File: src/rtl/binary2grey_pkg.sv
// Shared constants and reference conversion helpers for the binary/Gray converter.
// The helpers work on 64-bit words; callers mask to their own width.
package binary2grey_pkg;

    localparam int GREY_DEFAULT_W = 4;

    function automatic logic [63:0] bin2grey(input logic [63:0] b);
        return b ^ (b >> 1);
    endfunction

    // Zero upper bits decode to zero, so narrower words need no special handling.
    function automatic logic [63:0] grey2bin(input logic [63:0] g);
        logic [63:0] b;
        b[63] = g[63];
        for (int i = 62; i >= 0; i--) begin
            b[i] = b[i + 1] ^ g[i];
        end
        return b;
    endfunction

endpackage

File: src/rtl/binary_to_grey_if.sv
// Bundle for the binary-to-Gray converter; chk_err exists only when
// BINARY2GREY_CHECK_EN is defined.
interface binary2grey_int #(
    parameter int N = 4
) (
    input logic clk,
    input logic rst
);
    logic         in_valid;
    logic [N-1:0] binary;
    logic         out_valid;
    logic [N-1:0] grey;
`ifdef BINARY2GREY_CHECK_EN
    logic         chk_err;

    modport master (input clk, rst, out_valid, grey, chk_err, output in_valid, binary);
    modport slave  (input in_valid, binary, output out_valid, grey, chk_err);
`else
    modport master (input clk, rst, out_valid, grey, output in_valid, binary);
    modport slave  (input in_valid, binary, output out_valid, grey);
`endif
endinterface

File: src/rtl/binary_to_grey_grey2bin.sv
// Combinational Gray-to-binary decoder: each binary bit is the XOR of all
// Gray bits from the MSB down to that position.
module grey2bin #(
    parameter int N = 4
) (
    input  logic [N-1:0] grey,
    output logic [N-1:0] binary
);
    // Explicit suffix reduction per bit keeps the netlist free of a self-referencing vector.
    generate
        for (genvar gi = 0; gi < N; gi++) begin : g_bit
            assign binary[gi] = ^grey[N-1:gi];
        end
    endgenerate
endmodule

File: src/rtl/binary_to_grey.sv
// Registered binary-to-Gray converter, one cycle latency, no back-pressure.
// Optional round-trip self-check enabled by BINARY2GREY_CHECK_EN.
module binary_to_grey
    import binary2grey_pkg::*;
#(
    parameter int N = GREY_DEFAULT_W
) (
    input logic                clk,
    input logic                rst,
    binary2grey_int.slave      bus
);
    logic [N-1:0] grey_next;
    logic [N-1:0] grey_reg;
    logic         out_valid_reg;

    generate
        assign grey_next[N-1] = bus.binary[N-1];
        for (genvar gi = 0; gi < N - 1; gi++) begin : g_conv
            assign grey_next[gi] = bus.binary[gi + 1] ^ bus.binary[gi];
        end
    endgenerate

    // grey holds its last value when idle; only out_valid drops.
    always_ff @(posedge clk) begin
        if (rst) begin
            grey_reg      <= '0;
            out_valid_reg <= 1'b0;
        end else begin
            out_valid_reg <= bus.in_valid;
            if (bus.in_valid) begin
                grey_reg <= grey_next;
            end
        end
    end

    assign bus.grey      = grey_reg;
    assign bus.out_valid = out_valid_reg;

`ifdef BINARY2GREY_CHECK_EN
    logic [N-1:0] shadow_reg;
    logic [N-1:0] decoded;
    logic         chk_err_reg;

    grey2bin #(.N(N)) u_dec (
        .grey   (grey_reg),
        .binary (decoded)
    );

    // Shadow tracks the word that produced grey_reg, so the check sits beside
    // the output path and never delays it.
    always_ff @(posedge clk) begin
        if (rst) begin
            shadow_reg  <= '0;
            chk_err_reg <= 1'b0;
        end else begin
            if (bus.in_valid) begin
                shadow_reg <= bus.binary;
            end
            if (out_valid_reg && (decoded != shadow_reg)) begin
                chk_err_reg <= 1'b1;
            end
        end
    end

    assign bus.chk_err = chk_err_reg;
`endif
endmodule

File: src/flat_wrapper.sv
// flat-port wrapper written by rule: the top's interface ports become plain ports
module binary_to_grey_flat import binary2grey_pkg::*;
#(
    parameter int N = GREY_DEFAULT_W
)
  (clk, rst, bus_in_valid, bus_binary, bus_out_valid, bus_grey);
  binary2grey_int #(.N(N)) bus_i (.clk(clk), .rst(rst));
  input logic clk;
  input logic rst;
  input wire logic [$bits(bus_i.in_valid)-1:0] bus_in_valid;
  input wire logic [$bits(bus_i.binary)-1:0] bus_binary;
  output wire logic [$bits(bus_i.out_valid)-1:0] bus_out_valid;
  output wire logic [$bits(bus_i.grey)-1:0] bus_grey;
  assign bus_i.in_valid = bus_in_valid;
  assign bus_i.binary = bus_binary;
  assign bus_out_valid = bus_i.out_valid;
  assign bus_grey = bus_i.grey;
  binary_to_grey #(.N(N)) u_core (.clk(clk), .rst(rst), .bus(bus_i));
endmodule
File: config.mk
export PLATFORM = sky130hd
export DESIGN_NAME = binary_to_grey_flat
export DESIGN_NICKNAME = d
export VERILOG_FILES = /design/src/rtl/binary2grey_pkg.sv /design/src/rtl/binary_to_grey_if.sv /design/src/rtl/binary_to_grey_grey2bin.sv /design/src/rtl/binary_to_grey.sv /design/src/flat_wrapper.sv
export SDC_FILE = /design/constraint.sdc
export NUM_CORES = 1
export LEC_CHECK = 0
export ABC_AREA = 1
export BUFFER_PORTS_ARGS = -buffer_cell sky130_fd_sc_hd__buf_2
export CAP_MARGIN = 20
export CELL_PAD_IN_SITES_DETAIL_PLACEMENT = 0
export CELL_PAD_IN_SITES_GLOBAL_PLACEMENT = 1
export CORE_AREA = 3 3 40 42
export DETAILED_ROUTE_END_ITERATION = 8
export DIE_AREA = 0 0 43 45
export HOLD_SLACK_MARGIN = 0.05
export PLACE_DENSITY_LB_ADDON = 0.1
export SYNTH_ARGS = -nofsm -noshare
export SYNTH_HDL_FRONTEND = slang
export SYNTH_SLANG_ARGS = --single-unit
File: constraint.sdc
create_clock -name clk -period 1.4 [get_ports clk]
set_input_delay 0 -clock clk [delete_from_list [all_inputs] [get_ports clk]]
set_output_delay 0 -clock clk [all_outputs]
set_load 0.01 [all_outputs]
==> impl_metrics.csv, run 1 <==
group,metric,value,unit
routing,ant_nets,0,
hold_path,hold_path_end,"u_core.bus.grey[0]",
routing,dr_total_vias,243,
global_route,grt.met1_usage,6.76,%
power,vdd_drop_max,0.000404,V
logic_synthesis,syn_area_per_cell,6.36,um2
clock_tree,cts_buffers,3,
global_route,grt_max_degree,9,
worst_setup_path,path_max_fanout,8,
logic_synthesis,synth_area,229,um2
worst_setup_path,criticalPathCategory,"input port to flop",
logic_synthesis,synth_compound_area_share,2.19,%
finish,antenna_cells,0,
routing,wl_per_cell,7.82,um
logic_synthesis,netlist-cell-type-count,8,
timing,post-route-period-util,91.0,%
floorplanning,rows,13,
timing,rsz0062_at_grt,"no",
clock_tree,cts_root_buf,"clkbuf_4",
global_route,grt_pass1_wl,855,um
timing,slew-limit-headroom,89.7,%
global_route,grt_pass1_vias,213,
timing,fin_setup_tns,0,ps
clock_tree,cts.sinks,5,
timing,fmax,785,MHz
timing,fin_skew,0,ps
logic_synthesis,synth_xor_area_share,0,%
global_route,gr-usage-met2,9.28,%
clock_tree,cts.path.max_buffers,2,
logic_synthesis,synthSimpleGateAreaFrac,36.1,%
worst_setup_path,required,1590,ps
global_route,track_usage,6.67,%
logic_synthesis,synth_top_family_by_area,"simple AND/OR/NAND/NOR gates",
finish,post-route-cell-area,348,um2
worst_setup_path,r2r-end,"u_core.bus.grey[3]",
placement,place_inst,61,
placement,dpl.hpwl,403,um
placement,numPortBuffers,11,
hold_path,hold_depth,5,
worst_setup_path,r2r-start,"u_core.bus.grey[3]",
routing,drcViolationCount,0,
logic_synthesis,muxShareOfSynthArea,0,%
global_route,met3_usage,7.17,%
global_route,busiest_layer,"met2",
clock_tree,cts_tree,"yes",
clock_tree,htree_levels,1,
worst_setup_path,arrival,1460,ps
routing,drt-total-wl,532,um
status,status,"complete, no violations",
global_route,antenna_found_initial,0,
finish,areaGrowthSynthToFinish,51.9,%
floorplanning,coreArea,1280,um2
clock_tree,clkTransAtPathRegs,40,ps
logic_synthesis,synth_cells,36,
finish,final_cells,68,
run,maxCapViolations,0,
routing,drt_iter0_drc,6,
logic_synthesis,yosys_warnings,0,
timing,worstMarginPinSlew,155,ps
floorplanning,ios,12,
power,power,382,uW
timing,min_period,1270,ps
logic_synthesis,synth_nets,43,
finish,largest_reg_flops,4,
finish,fillCellCount,158,
finish,mostFrequentLayoutCells,"nand2_1, buf_2, nor2_1, inv_1, dfxtp_1",
floorplanning,die_h,45,um
logic_synthesis,ys_seq_area_share,43.7,%
timing,hold_viol_final,0,
worst_setup_path,critPathCaptureType,"flop",
timing,slew_violations,0,
finish,nNetsFinal,61,
placement,place_area,292,um2
floorplanning,initial_utilization,17.8,%
global_route,grt_overflow_total,0,
hold_path,hold_path.class,"input port to flop",
placement,gp_congestion,0.716,
hold_path,hold_start,"bus_binary[0]",
worst_setup_path,cp-start-kind,"input port",
logic_synthesis,synth_adder_area_share,0,%
logic_synthesis,ys_ff_latch,5,
clock_tree,worstSkewPairLatency,240,ps
routing,firstDrtPassIters,2,
worst_setup_path,r2r_cells,3,
power,p_leak,0.212,nW
finish,drive_above_1_share,28.3,%
floorplanning,die_area,1940,um2
timing,setup_viol,0,
worst_setup_path,rrSetupSlack,320,ps
power,power.density,1100,nW/um2
routing,via_per_inst,3.57,
floorplanning,die_w,43,um
-- layer usage --
| layer | vias to the layer above | part of all wire, % |
|---|---|---|
| li1 | 136 | - |
| met1 | 97 | 43 |
| met2 | 10 | 44 |
| met3 | 0 | 13 |
| met4 | 0 | 0 |
| met5 | - | 0 |
-- per-stage QoR --
| step | setup slack, ps | hold WS, ps | utilization (%) |
|---|---|---|---|
| 3_5_place_dp | 776 | 240 | 22.7 |
| 3_3_place_gp | 788 | 243 | 22.7 |
| 2_1_floorplan | 760 | 69.1 | - |
| 4_1_cts | 139 | 70.1 | 27.1 |
| 6_report | 127 | 72.3 | 27.1 |
| 5_1_grt | 27.5 | 97.3 | 27.1 |
-- Yosys cell counts --
master   instances  area share (%)
a21oi_1          1             2.2
nand3_1          3             6.6
nor2_1           7              11
inv_2            1             1.6
nand2_1         11              18
inv_1            7              11
buf_6            1             4.9
dfxtp_1          5              44
-- report_power, final --
| part | leakage [nW] | internal [mW] | switching [mW] |
|---|---|---|---|
| sequential | 0.0415 | 0.152 | 0.00385 |
| clock | 0.0150 | 0.108 | 0.0587 |
| combinational | 0.156 | 0.0282 | 0.0311 |
-- kinds of logic after synthesis --
family,Yosys count
buf+inv,9
flops,5
compound gates,1
simple gates,21
-- final cells by class --
cell class                 count  area, um2  area share, %
sequential                     5        100           28.8
multi-input combinational     22       87.6           25.2
timing repair buffer          14       85.1           24.5
inverter                       8       30.0           8.63
clock buffer                   4       26.3           7.55
tap                           15       18.8           5.40
-- timing repair --
item	in CTS	in global routing
endpoints found under the hold margin	2	0
gates resized for setup	0	0
setup buffers	0	0
hold buffers	3	0
-- worst max-delay path, cell delays in order --
cell           delay [ps]
dlygate4sd3_1         510
buf_2                 190
nand2_1                80
a21oi_1               140
dlygate4sd3_1         550
-- worst max-delay path by stage --
stage	slack (ps)	endpoint	start	cells past startpoint
floorplan	760	u_core.bus.grey[0]	u_core.bus.grey[0]	4
global placement	790	u_core.bus.grey[0]	u_core.bus.grey[0]	4
detailed placement	780	u_core.bus.grey[0]	u_core.bus.grey[0]	4
finish	130	u_core.bus.grey[3]	bus_in_valid	5
global route	30	u_core.bus.grey[3]	bus_in_valid	5
CTS	140	u_core.bus.grey[3]	bus_in_valid	5
(Power assumes the default switching activity.)
==> run 2: changes to the inputs <==
--- a/config.mk
+++ b/config.mk
@@ -5,7 +5,6 @@
 export SDC_FILE = /design/constraint.sdc
 export NUM_CORES = 1
 export LEC_CHECK = 0
-export ABC_AREA = 1
 export BUFFER_PORTS_ARGS = -buffer_cell sky130_fd_sc_hd__buf_2
 export CAP_MARGIN = 20
 export CELL_PAD_IN_SITES_DETAIL_PLACEMENT = 0
==> impl_metrics.csv, run 2 <==
group,metric,value,unit
logic_synthesis,yosys_warnings,0,
global_route,grt_pass1_wl,696,um
logic_synthesis,synthArstFlopShare,0,%
finish,areaGrowthSynthToFinish,62.2,%
routing,drt_iter0_drc,0,
worst_setup_path,path_max_fanout,2,
floorplanning,coreArea,1280,um2
logic_synthesis,synth_edf_count,0,
floorplanning,rows,13,
floorplanning,ios,12,
finish,mostFrequentLayoutCells,"buf_2, dfxtp_1, nor2_1",
finish,drive_above_1_share,41.2,%
routing,wl_per_cell,8.78,um
clock_tree,worstSkewPairLatency,230,ps
timing,fin_skew,0,ps
power,p_leak,0.138,nW
timing,fin_setup_tns,0,ps
logic_synthesis,synth_ff_type,"dfxtp_1",
worst_setup_path,critPathCaptureType,"flop",
logic_synthesis,synth_cells,18,
global_route,grt_overflow_total,0,
timing,setup_viol,0,
clock_tree,clkTransAtPathRegs,50,ps
status,status,"complete, no violations",
worst_setup_path,rrSetupSlack,760,ps
floorplanning,die_area,1940,um2
finish,mostFrequentLayoutCell,"buf_2",
clock_tree,cts_buffers,3,
finish,antenna_cells,0,
placement,gp_congestion,0.556,
logic_synthesis,yosysMostFrequentCell,"dfxtp_1",
logic_synthesis,synth_nets,25,
finish,nNetsFinal,42,
routing,drt-total-wl,430,um
clock_tree,cts_tree,"yes",
run,maxCapViolations,0,
worst_setup_path,arrival,990,ps
global_route,grt_pass1_vias,169,
floorplanning,initial_utilization,14.4,%
timing,hold_viol_final,0,
global_route,track_usage,5.50,%
timing,post-route-period-util,59.3,%
logic_synthesis,netlist-cell-type-count,7,
logic_synthesis,ys_seq_area_share,54.1,%
placement,numPortBuffers,11,
routing,via_per_inst,3.49,
global_route,grt_max_degree,9,
logic_synthesis,ys_ff_latch,5,
clock_tree,cts_resized,0,
power,power,380,uW
clock_tree,cts_root_buf,"clkbuf_4",
logic_synthesis,yosys.area.top_type_share,54.1,%
finish,postLayoutCoreUtil,23.4,%
logic_synthesis,syn_area_per_cell,10.3,um2
worst_setup_path,cp-start-kind,"input port",
global_route,antenna_found_initial,0,
routing,ant_nets,0,
timing,fmax,1210,MHz
routing,dr_total_vias,171,
worst_setup_path,required,1560,ps
power,vdd_drop_max,0.000283,V
logic_synthesis,synth_top_area_cell,"dfxtp_1",
floorplanning,die_h,45,um
logic_synthesis,synth.top_cells.by_area,"dfxtp_1, xnor2_1, a211oi_1",
finish,largest_reg_flops,4,
hold_path,hold_path.class,"input port to flop",
clock_tree,htree_levels,1,
routing,firstDrtPassIters,1,
finish,fillCellCount,149,
floorplanning,die_w,43,um
logic_synthesis,synth_area,185,um2
timing,min_period,830,ps
worst_setup_path,criticalPathCategory,"input port to flop",
routing,drcViolationCount,0,
timing,rsz0062_at_grt,"no",
clock_tree,cts.sinks,5,
timing,worstMarginPinSlew,174,ps
timing,slew_violations,0,
clock_tree,cts.path.max_buffers,2,
logic_synthesis,synthTopCellsByCount,"dfxtp_1, nor2_1, a211oi_1, xnor2_1",
timing,slew-limit-headroom,88.4,%
power,power.density,1270,nW/um2
-- run 2: cell type report --
class                           count  area, um2  area share, %
Sequential cell                     5        100           33.3
Multi-Input combinational cell     12       80.1           26.7
Timing Repair Buffer               13       75.1           25.0
Clock buffer                        4       26.3           8.75
Tap cell                           15       18.8           6.25
-- run 2: kinds of logic (layout without fill, tap and decap cells) --
logic type,Yosys count,count (layout),share of synthesized area (%)
buf+inv,1,17,2.70
simple gates,5,5,11.5
mux,1,1,5.41
xor+xnor,3,3,14.2
compound gates,3,3,12.2
flops,5,5,54.1
-- run 2: final timing paths --
kind                      start            endpoint  depth (start not counted)
max               bus_binary[3]  u_core.bus.grey[2]                          4
min                bus_in_valid  u_core.bus.grey[2]                          2
max reg2reg  u_core.bus.grey[2]  u_core.bus.grey[2]                          2
min reg2reg  u_core.bus.grey[1]  u_core.bus.grey[1]                          2
-- run 2: worst max-delay path, stage by stage --
cell,delay [ps]
dlygate4sd3_1,530
buf_2,130
xnor2_1,120
a211oi_1,220
-- run 2: power breakdown --
part | internal (mW) | switching [mW] | leakage (nW)
Combinational | 0.0282 | 0.0247 | 0.0816
Clock | 0.108 | 0.0626 | 0.0150
Sequential | 0.153 | 0.00389 | 0.0416
-- run 2: stage by stage --
step / area [um2] / cells / hold WS (ps) / worst slack (ps)
detailed placement: 254 / 43 / 237 / 764
CTS: 300 / 49 / 59.8 / 549
floorplan: 185 / 18 / 71.6 / 732
global placement: 254 / 43 / 237 / 775
global route: 300 / 49 / 80.1 / 500
finish: 300 / 49 / 57.0 / 570
-- run 2: per-layer routing --
metal / global-route usage, % / up-vias / share of wire, %
met4: 7.23 / 0 / 1.9
met2: 8.38 / 6 / 47
met5: 0 / - / 0
met3: 3.19 / 2 / 12
li1: - / 92 / -
met1: 4.34 / 71 / 39
-- run 2: timing repair --
| item | in CTS | in global routing |
|---|---|---|
| hold buffers | 2 | 0 |
| hold endpoints to repair | 5 | 0 |
| setup buffers | 0 | 0 |
